File: src/rtl/fir_tap_sequencer_if.sv
// Bus bundle for fir_tap_sequencer: sample input, coefficient port, MAC
// operand/result lines and the filtered-sample output with its status.
// The slave modport is the sequencer's view; master is the surrounding logic.
interface fir_tap_sequencer_if #(
    parameter int TAPS     = 32,
    parameter int SAMPLE_W = 24,
    parameter int OUT_W    = 24
);
    localparam int AW = $clog2(TAPS);

    logic [SAMPLE_W-1:0] s_data;
    logic                s_valid;
    logic                s_ready;
    logic                coef_we;
    logic [AW-1:0]       coef_addr;
    logic [17:0]         coef_wdata;
    logic [24:0]         mac_a;
    logic [17:0]         mac_b;
    logic [47:0]         mac_c;
    logic [47:0]         mac_out;
    logic [OUT_W-1:0]    m_data;
    logic                m_valid;
    logic                m_ready;
    logic                m_sat;
    logic                busy;

    modport slave (
        input  s_data, s_valid, coef_we, coef_addr, coef_wdata, mac_out, m_ready,
        output s_ready, mac_a, mac_b, mac_c, m_data, m_valid, m_sat, busy
    );

    modport master (
        output s_data, s_valid, coef_we, coef_addr, coef_wdata, mac_out, m_ready,
        input  s_ready, mac_a, mac_b, mac_c, m_data, m_valid, m_sat, busy
    );
endinterface

File: src/rtl/fir_tap_sequencer.sv
// FIR tap sequencer: stores samples in a circular delay line, walks TAPS
// taps through an external combinational MAC, then emits one shifted and
// saturated result per accepted sample over a valid/ready handshake.
module fir_tap_sequencer #(
    parameter int TAPS      = 32,
    parameter int SAMPLE_W  = 24,
    parameter int OUT_W     = 24,
    parameter int OUT_SHIFT = 17
) (
    input  logic                 clk,
    input  logic                 rst_n,
    fir_tap_sequencer_if.slave   bus
);
    localparam int                     AW      = $clog2(TAPS);
    localparam logic [AW-1:0]          K_LAST  = AW'(TAPS - 1);
    localparam logic signed [47:0]     OUT_MAX = (48'sd1 <<< (OUT_W - 1)) - 48'sd1;
    localparam logic signed [47:0]     OUT_MIN = -(48'sd1 <<< (OUT_W - 1));

    typedef enum logic [1:0] {
        S_CLEAR  = 2'd0,
        S_IDLE   = 2'd1,
        S_ACCUM  = 2'd2,
        S_OUTPUT = 2'd3
    } state_t;

    state_t                     r_state;
    logic [AW-1:0]              r_wr_ptr;
    logic [AW-1:0]              r_k;
    logic signed [47:0]         r_acc;
    logic                       r_s_ready;
    logic                       r_busy;
    logic                       r_m_valid;
    logic [OUT_W-1:0]           r_m_data;
    logic                       r_m_sat;

    // Storage is zeroed by the CLEAR walk rather than by reset.
    logic [SAMPLE_W-1:0]        r_delay [TAPS];
    logic signed [17:0]         r_coef  [TAPS];

    logic                       w_in_accum;
    logic                       w_accept;
    logic [AW-1:0]              w_rd_idx;
    logic signed [SAMPLE_W-1:0] w_tap;
    logic signed [47:0]         w_y;
    logic [OUT_W-1:0]           w_sat_data;
    logic                       w_sat;

    assign w_in_accum = (r_state == S_ACCUM);
    assign w_accept   = (r_state == S_IDLE) && bus.s_valid && r_s_ready;

    // Newest sample pairs with coef[0]; the subtraction wraps at pointer width.
    assign w_rd_idx = r_wr_ptr - r_k;
    assign w_tap    = r_delay[w_rd_idx];

    // MAC operands are forced to zero outside ACCUM.
    assign bus.mac_a = w_in_accum ? 25'(w_tap)    : '0;
    assign bus.mac_b = w_in_accum ? r_coef[r_k]   : '0;
    assign bus.mac_c = w_in_accum ? r_acc         : '0;

    // The final MAC result is scaled as it lands, so OUTPUT is registered on entry.
    assign w_y = $signed(bus.mac_out) >>> OUT_SHIFT;

    // Saturate the scaled accumulator into the output width.
    always_comb begin
        w_sat      = 1'b0;
        w_sat_data = w_y[OUT_W-1:0];
        if (w_y > OUT_MAX) begin
            w_sat      = 1'b1;
            w_sat_data = OUT_MAX[OUT_W-1:0];
        end else if (w_y < OUT_MIN) begin
            w_sat      = 1'b1;
            w_sat_data = OUT_MIN[OUT_W-1:0];
        end
    end

    // Delay-line and coefficient storage: cleared one entry per cycle in CLEAR,
    // written by the host and the sample port only while IDLE.
    always_ff @(posedge clk) begin
        if (r_state == S_CLEAR) begin
            r_delay[r_k] <= '0;
            r_coef[r_k]  <= '0;
        end
        if (r_state == S_IDLE) begin
            if (bus.coef_we)
                r_coef[bus.coef_addr] <= bus.coef_wdata;
            if (w_accept)
                r_delay[r_wr_ptr] <= bus.s_data;
        end
    end

    // Control FSM with registered handshake and status outputs.
    always_ff @(posedge clk or negedge rst_n) begin
        if (!rst_n) begin
            r_state   <= S_CLEAR;
            r_wr_ptr  <= '0;
            r_k       <= '0;
            r_acc     <= '0;
            r_s_ready <= 1'b0;
            r_busy    <= 1'b1;
            r_m_valid <= 1'b0;
            r_m_data  <= '0;
            r_m_sat   <= 1'b0;
        end else begin
            case (r_state)
                S_CLEAR: begin
                    if (r_k == K_LAST) begin
                        r_k       <= '0;
                        r_state   <= S_IDLE;
                        r_s_ready <= 1'b1;
                        r_busy    <= 1'b0;
                    end else begin
                        r_k <= r_k + 1'b1;
                    end
                end
                S_IDLE: begin
                    if (w_accept) begin
                        r_acc     <= '0;
                        r_k       <= '0;
                        r_state   <= S_ACCUM;
                        r_s_ready <= 1'b0;
                        r_busy    <= 1'b1;
                    end
                end
                S_ACCUM: begin
                    r_acc <= $signed(bus.mac_out);
                    r_k   <= r_k + 1'b1;
                    if (r_k == K_LAST) begin
                        r_wr_ptr  <= r_wr_ptr + 1'b1;
                        r_state   <= S_OUTPUT;
                        r_m_valid <= 1'b1;
                        r_m_data  <= w_sat_data;
                        r_m_sat   <= w_sat;
                    end
                end
                S_OUTPUT: begin
                    if (bus.m_ready) begin
                        r_m_valid <= 1'b0;
                        r_state   <= S_IDLE;
                        r_s_ready <= 1'b1;
                        r_busy    <= 1'b0;
                    end
                end
                default: r_state <= S_CLEAR;
            endcase
        end
    end

    assign bus.s_ready = r_s_ready;
    assign bus.busy    = r_busy;
    assign bus.m_valid = r_m_valid;
    assign bus.m_data  = r_m_data;
    assign bus.m_sat   = r_m_sat;
endmodule

File: src/flat_wrapper.sv
// flat-port wrapper written by rule: the top's interface ports become plain ports
module fir_tap_sequencer_flat 
#(
    parameter int TAPS      = 32,
    parameter int SAMPLE_W  = 24,
    parameter int OUT_W     = 24,
    parameter int OUT_SHIFT = 17
)
  (clk, rst_n, bus_s_data, bus_s_valid, bus_coef_we, bus_coef_addr, bus_coef_wdata, bus_mac_out, bus_m_ready, bus_s_ready, bus_mac_a, bus_mac_b, bus_mac_c, bus_m_data, bus_m_valid, bus_m_sat, bus_busy);
  fir_tap_sequencer_if #(.TAPS(TAPS), .SAMPLE_W(SAMPLE_W), .OUT_W(OUT_W)) bus_i ();
  input  logic clk;
  input  logic rst_n;
  input wire logic [$bits(bus_i.s_data)-1:0] bus_s_data;
  input wire logic [$bits(bus_i.s_valid)-1:0] bus_s_valid;
  input wire logic [$bits(bus_i.coef_we)-1:0] bus_coef_we;
  input wire logic [$bits(bus_i.coef_addr)-1:0] bus_coef_addr;
  input wire logic [$bits(bus_i.coef_wdata)-1:0] bus_coef_wdata;
  input wire logic [$bits(bus_i.mac_out)-1:0] bus_mac_out;
  input wire logic [$bits(bus_i.m_ready)-1:0] bus_m_ready;
  output wire logic [$bits(bus_i.s_ready)-1:0] bus_s_ready;
  output wire logic [$bits(bus_i.mac_a)-1:0] bus_mac_a;
  output wire logic [$bits(bus_i.mac_b)-1:0] bus_mac_b;
  output wire logic [$bits(bus_i.mac_c)-1:0] bus_mac_c;
  output wire logic [$bits(bus_i.m_data)-1:0] bus_m_data;
  output wire logic [$bits(bus_i.m_valid)-1:0] bus_m_valid;
  output wire logic [$bits(bus_i.m_sat)-1:0] bus_m_sat;
  output wire logic [$bits(bus_i.busy)-1:0] bus_busy;
  assign bus_i.s_data = bus_s_data;
  assign bus_i.s_valid = bus_s_valid;
  assign bus_i.coef_we = bus_coef_we;
  assign bus_i.coef_addr = bus_coef_addr;
  assign bus_i.coef_wdata = bus_coef_wdata;
  assign bus_i.mac_out = bus_mac_out;
  assign bus_i.m_ready = bus_m_ready;
  assign bus_s_ready = bus_i.s_ready;
  assign bus_mac_a = bus_i.mac_a;
  assign bus_mac_b = bus_i.mac_b;
  assign bus_mac_c = bus_i.mac_c;
  assign bus_m_data = bus_i.m_data;
  assign bus_m_valid = bus_i.m_valid;
  assign bus_m_sat = bus_i.m_sat;
  assign bus_busy = bus_i.busy;
  fir_tap_sequencer #(.TAPS(TAPS), .SAMPLE_W(SAMPLE_W), .OUT_W(OUT_W), .OUT_SHIFT(OUT_SHIFT)) u_core (.clk(clk), .rst_n(rst_n), .bus(bus_i));
endmodule
File: config.mk
export PLATFORM = sky130hd
export DESIGN_NAME = fir_tap_sequencer_flat
export DESIGN_NICKNAME = d
export VERILOG_FILES = /design/src/rtl/fir_tap_sequencer_if.sv /design/src/rtl/fir_tap_sequencer.sv /design/src/flat_wrapper.sv
export SDC_FILE = /design/constraint.sdc
export NUM_CORES = 1
export LEC_CHECK = 0
export CAP_MARGIN = 0
export CELL_PAD_IN_SITES_DETAIL_PLACEMENT = 2
export CELL_PAD_IN_SITES_GLOBAL_PLACEMENT = 2
export CORE_UTILIZATION = 47
export DETAILED_ROUTE_END_ITERATION = 12
export PLACE_DENSITY_LB_ADDON = 0.08
export SYNTH_ARGS = -nofsm -noshare
export SYNTH_HDL_FRONTEND = slang
export SYNTH_SLANG_ARGS = --single-unit
export TNS_END_PERCENT = 30
File: constraint.sdc
create_clock -name clk -period 4.86 [get_ports clk]
set_clock_uncertainty 0.05 [all_clocks]
set_input_delay 0.729 -clock clk [delete_from_list [all_inputs] [get_ports clk]]
set_output_delay 0.729 -clock clk [all_outputs]
set_load 0.01 [all_outputs]
==> results.json <==
{
  "num_vias": 33100,
  "die-width_um": 349,
  "placement.cell_area_um2": 61900,
  "worst_r2r_endpoint": "u_core.r_delay[4][12]",
  "worst_setup_path_start_kind": "flip-flop",
  "num-nets-final": 3462,
  "r2r_setup_slack_ns": 0.50,
  "globalRouteOverflowTotal": 0,
  "fmax_mhz": 197,
  "layout-drive-gt1-share_pct": 29.5,
  "finalCritPeriodShare_pct": 104,
  "mostFrequentLayoutCell": "sky130_fd_sc_hd__edfxtp_1",
  "synthToLayoutAreaGrowth_pct": 23.0,
  "irDropWorstVdd_uv": 499,
  "die_area_um2": 122000,
  "finalWirelength_mm": 209,
  "detailedRoute.firstPassIterationCount": 5,
  "initial_antenna_violation_count": 5,
  "timing.critical_path.required_ns": 4.08,
  "post_drt_wl_per_cell_um": 41.1,
  "cell_depth_of_the_worst_flop_to_flop_path": 6,
  "fin_ws_ns": -0.209,
  "hold_violations": 0,
  "run_status": "finished with violations",
  "clkTransAtPathRegs_ns": 0.07,
  "violations": "negative setup slack",
  "ys_ff_latch": 1432,
  "rsz0062_at_grt": "true",
  "most-common-layout-cells": "sky130_fd_sc_hd__edfxtp_1 (1344), sky130_fd_sc_hd__mux4_2 (336), sky130_fd_sc_hd__nand2_1 (232)",
  "synth_edf_count": 1344,
  "leak_nw": 23.0,
  "period_minus_slack_ns": 5.07,
  "gp_routability_congestion": 0.822,
  "clk_latency_ns": 0.81,
  "syn_avg_cell_area_um2": 19.3,
  "power_density_nw_per_um2": 655,
  "timing_worst_setup_path_type": "flip-flop to output port",
  "via_count_of_the_first_global_routing_pass": 35600,
  "critical_path.max_fanout": 11,
  "sequential_to_total_area_share_from_yosys_stat_pct": 75.4,
  "maximum_clock_insertion_buffer_count": 3,
  "synthesis.area_um2": 56500,
  "maxSlewHeadroom_pct": 0.301,
  "worst_hold_path_type": "input port to async pin",
  "clock_tree.htree_level_count": 4,
  "worstReg2RegStart": "u_core.r_k[0]",
  "design.portCount": 219,
  "remaining_drc_errors": 0,
  "start_util_pct": 47.6,
  "io_buffers": 218,
  "synth_cell_types": 48,
  "synth_ff_type": "sky130_fd_sc_hd__edfxtp_1",
  "drt-initial-drc-count": 3464,
  "die_height_um": 349,
  "tritoncts": "built",
  "syn_nets": 3042,
  "end_kind": "output port",
  "track_usage_pct": 33.3,
  "clock-root-buffer": "sky130_fd_sc_hd__clkbuf_16",
  "grt_start_max_net_pins": 135,
  "syn-instance-count": 2930,
  "cts_made_buffers": 152,
  "grt_first_pass_wirelength_mm": 280,
  "hpwlAfterDp_mm": 109,
  "fin_area_um2": 69500,
  "clock-sinks": 1432,
  "drtAntennaViolNets": 0,
  "asyncSetResetFlopFracSynth_pct": 6.15,
  "via_per_inst": 6.52,
  "layout.core_utilization_pct": 58.6,
  "yosys_warnings": 0,
  "cap_violations": 0,
  "fp.coreArea_um2": 119000,
  "drv_slew": 0,
  "rows": 126,
  "worst_ep_arrival_time_ns": 4.29,
  "report.final.setup_viol": 21,
  "tightest_slew_ns": 1.50
}
state kept, by name (all words and copies together), names as in the netlist, 2 cells and up:
signal and count:
u_core.r_delay 768, u_core.r_coef 576, u_core.r_acc 48, u_core.bus.m_data 24, u_core.r_k 5, u_core.r_wr_ptr 5, u_core.r_state 2
how the worst max path moves through the flow:
stage / endpoint / cells past startpoint / slack (ns) / from
CTS: bus_mac_a[7] / 12 / -0.50 / u_core.r_k[0]
global placement: bus_mac_a[1] / 10 / -0.33 / u_core.r_k[0]
global route: bus_mac_a[15] / 12 / -0.28 / u_core.r_k[0]
floorplan: bus_mac_a[24] / 12 / 0.78 / u_core.r_k[2]
finish: bus_mac_a[8] / 10 / -0.21 / u_core.r_k[0]
detailed placement: bus_mac_a[0] / 10 / -0.15 / u_core.r_k[0]
per-layer routing:
metal	up-vias	track usage, %	wire (um)	part of all wire [%]
met5	-	0	12	0.0057
met4	2	15.6	11500	5.5
met3	530	5.27	14100	6.7
met2	1881	58.4	109000	52
met1	18000	40.3	74600	36
li1	12800	-	-	-
power by group:
group          total (mW)  internal [mW]  switching (mW)  leakage (nW)
sequential           14.6           14.4           0.224          13.5
clock                12.2           6.73            5.44          2.41
combinational        18.7           7.54            11.2          7.16
cells in the mapped netlist, types with 2 or more instances:
library cell                count  area share [%]
sky130_fd_sc_hd__edfxtp_1    1344              71
sky130_fd_sc_hd__mux4_2       336              13
sky130_fd_sc_hd__nand2_1      232             1.5
sky130_fd_sc_hd__nor2_1       168             1.1
sky130_fd_sc_hd__clkbuf_1     125            0.83
sky130_fd_sc_hd__and2_1       100             1.1
sky130_fd_sc_hd__dfrtp_1       87             3.9
sky130_fd_sc_hd__and3_1        86            0.95
sky130_fd_sc_hd__o21ai_0       82            0.73
sky130_fd_sc_hd__a2111oi_0     72             1.1
sky130_fd_sc_hd__mux2i_1       38            0.67
sky130_fd_sc_hd__buf_2         33            0.29
sky130_fd_sc_hd__o31ai_1       30            0.40
sky130_fd_sc_hd__nor4_1        25            0.28
sky130_fd_sc_hd__a31oi_1       24            0.27
sky130_fd_sc_hd__o22a_1        19            0.29
sky130_fd_sc_hd__o22ai_1       18            0.20
sky130_fd_sc_hd__buf_4         17            0.23
sky130_fd_sc_hd__ha_1          11            0.24
sky130_fd_sc_hd__inv_1         11           0.073
sky130_fd_sc_hd__buf_1          7           0.047
sky130_fd_sc_hd__nand3_1        7           0.062
sky130_fd_sc_hd__a21oi_1        6           0.053
sky130_fd_sc_hd__nor3_1         6           0.053
sky130_fd_sc_hd__xnor2_1        6           0.093
sky130_fd_sc_hd__buf_6          4           0.080
sky130_fd_sc_hd__nand3b_1       4           0.053
sky130_fd_sc_hd__mux2_2         3           0.060
sky130_fd_sc_hd__nand2b_1       3           0.033
sky130_fd_sc_hd__nand4_1        3           0.033
sky130_fd_sc_hd__xor2_1         3           0.047
sky130_fd_sc_hd__a21boi_0       2           0.027
sky130_fd_sc_hd__a31o_2         2           0.031
sky130_fd_sc_hd__nor3b_1        2           0.027
area by class of cell:
cell class | count | area, um2
clock inverter | 85 | 779
inverter | 13 | 48.8
sequential | 1432 | 42600
antenna | 6 | 15.0
multi-input combinational | 1299 | 15200
timing repair buffer | 452 | 4720
clock buffer | 196 | 4140
tap | 1600 | 2000
fill | 9647 | 49100
stage by stage:
stage	worst slack, ns	total power [mW]	TNS [ns]	hold WS (ns)	instances
floorplan	0.783	22.7	0	0.383	2930
global placement	-0.326	27.9	-0.411	0.407	4746
detailed placement	-0.155	28.6	-0.231	0.422	4747
CTS	-0.501	42.9	-7.19	0.396	5051
global route	-0.277	46.6	-3.63	0.447	5081
finish	-0.209	45.5	-2.21	0.405	5083
repair_timing:
action | CTS | global route
setup endpoints to repair | 43 | 43
hold buffers | 1 | 0
cloned | 5 | 2
hold endpoints to repair | 36 | 0
pin swaps | 25 | 54
setup buffers | 18 | 26
gates resized for setup | 256 | 207
cells by family (layout without fill, tap and decap cells):
| group | after synthesis | count (layout) | share of synthesized area [%] |
|---|---|---|---|
| and+or+nand+nor | 642 | 642 | 5.34 |
| xor gates and xnor gates | 9 | 9 | 0.140 |
| adders and majority gates | 12 | 12 | 0.279 |
| muxes | 377 | 377 | 14.1 |
| DFF | 1432 | 1432 | 75.4 |
| buffers and inverters | 199 | 746 | 1.56 |
| AOI/OAI and AO/OA | 259 | 259 | 3.17 |
| other | 0 | 6 | 0 |
critical path, cell delays in order (launching register included):
cell and delay, ns:
sky130_fd_sc_hd__dfrtp_4 0.51, sky130_fd_sc_hd__ha_4 0.18, sky130_fd_sc_hd__fa_4 0.91, sky130_fd_sc_hd__buf_12 0.18
sky130_fd_sc_hd__buf_16 0.17, sky130_fd_sc_hd__buf_6 0.15, sky130_fd_sc_hd__mux4_2 0.32, sky130_fd_sc_hd__and3_1 0.24
sky130_fd_sc_hd__a2111oi_4 0.35, sky130_fd_sc_hd__nor4_2 0.13, sky130_fd_sc_hd__dlygate4sd2_1 0.31
No activity file was read; power rests on OpenSTA's default activity.
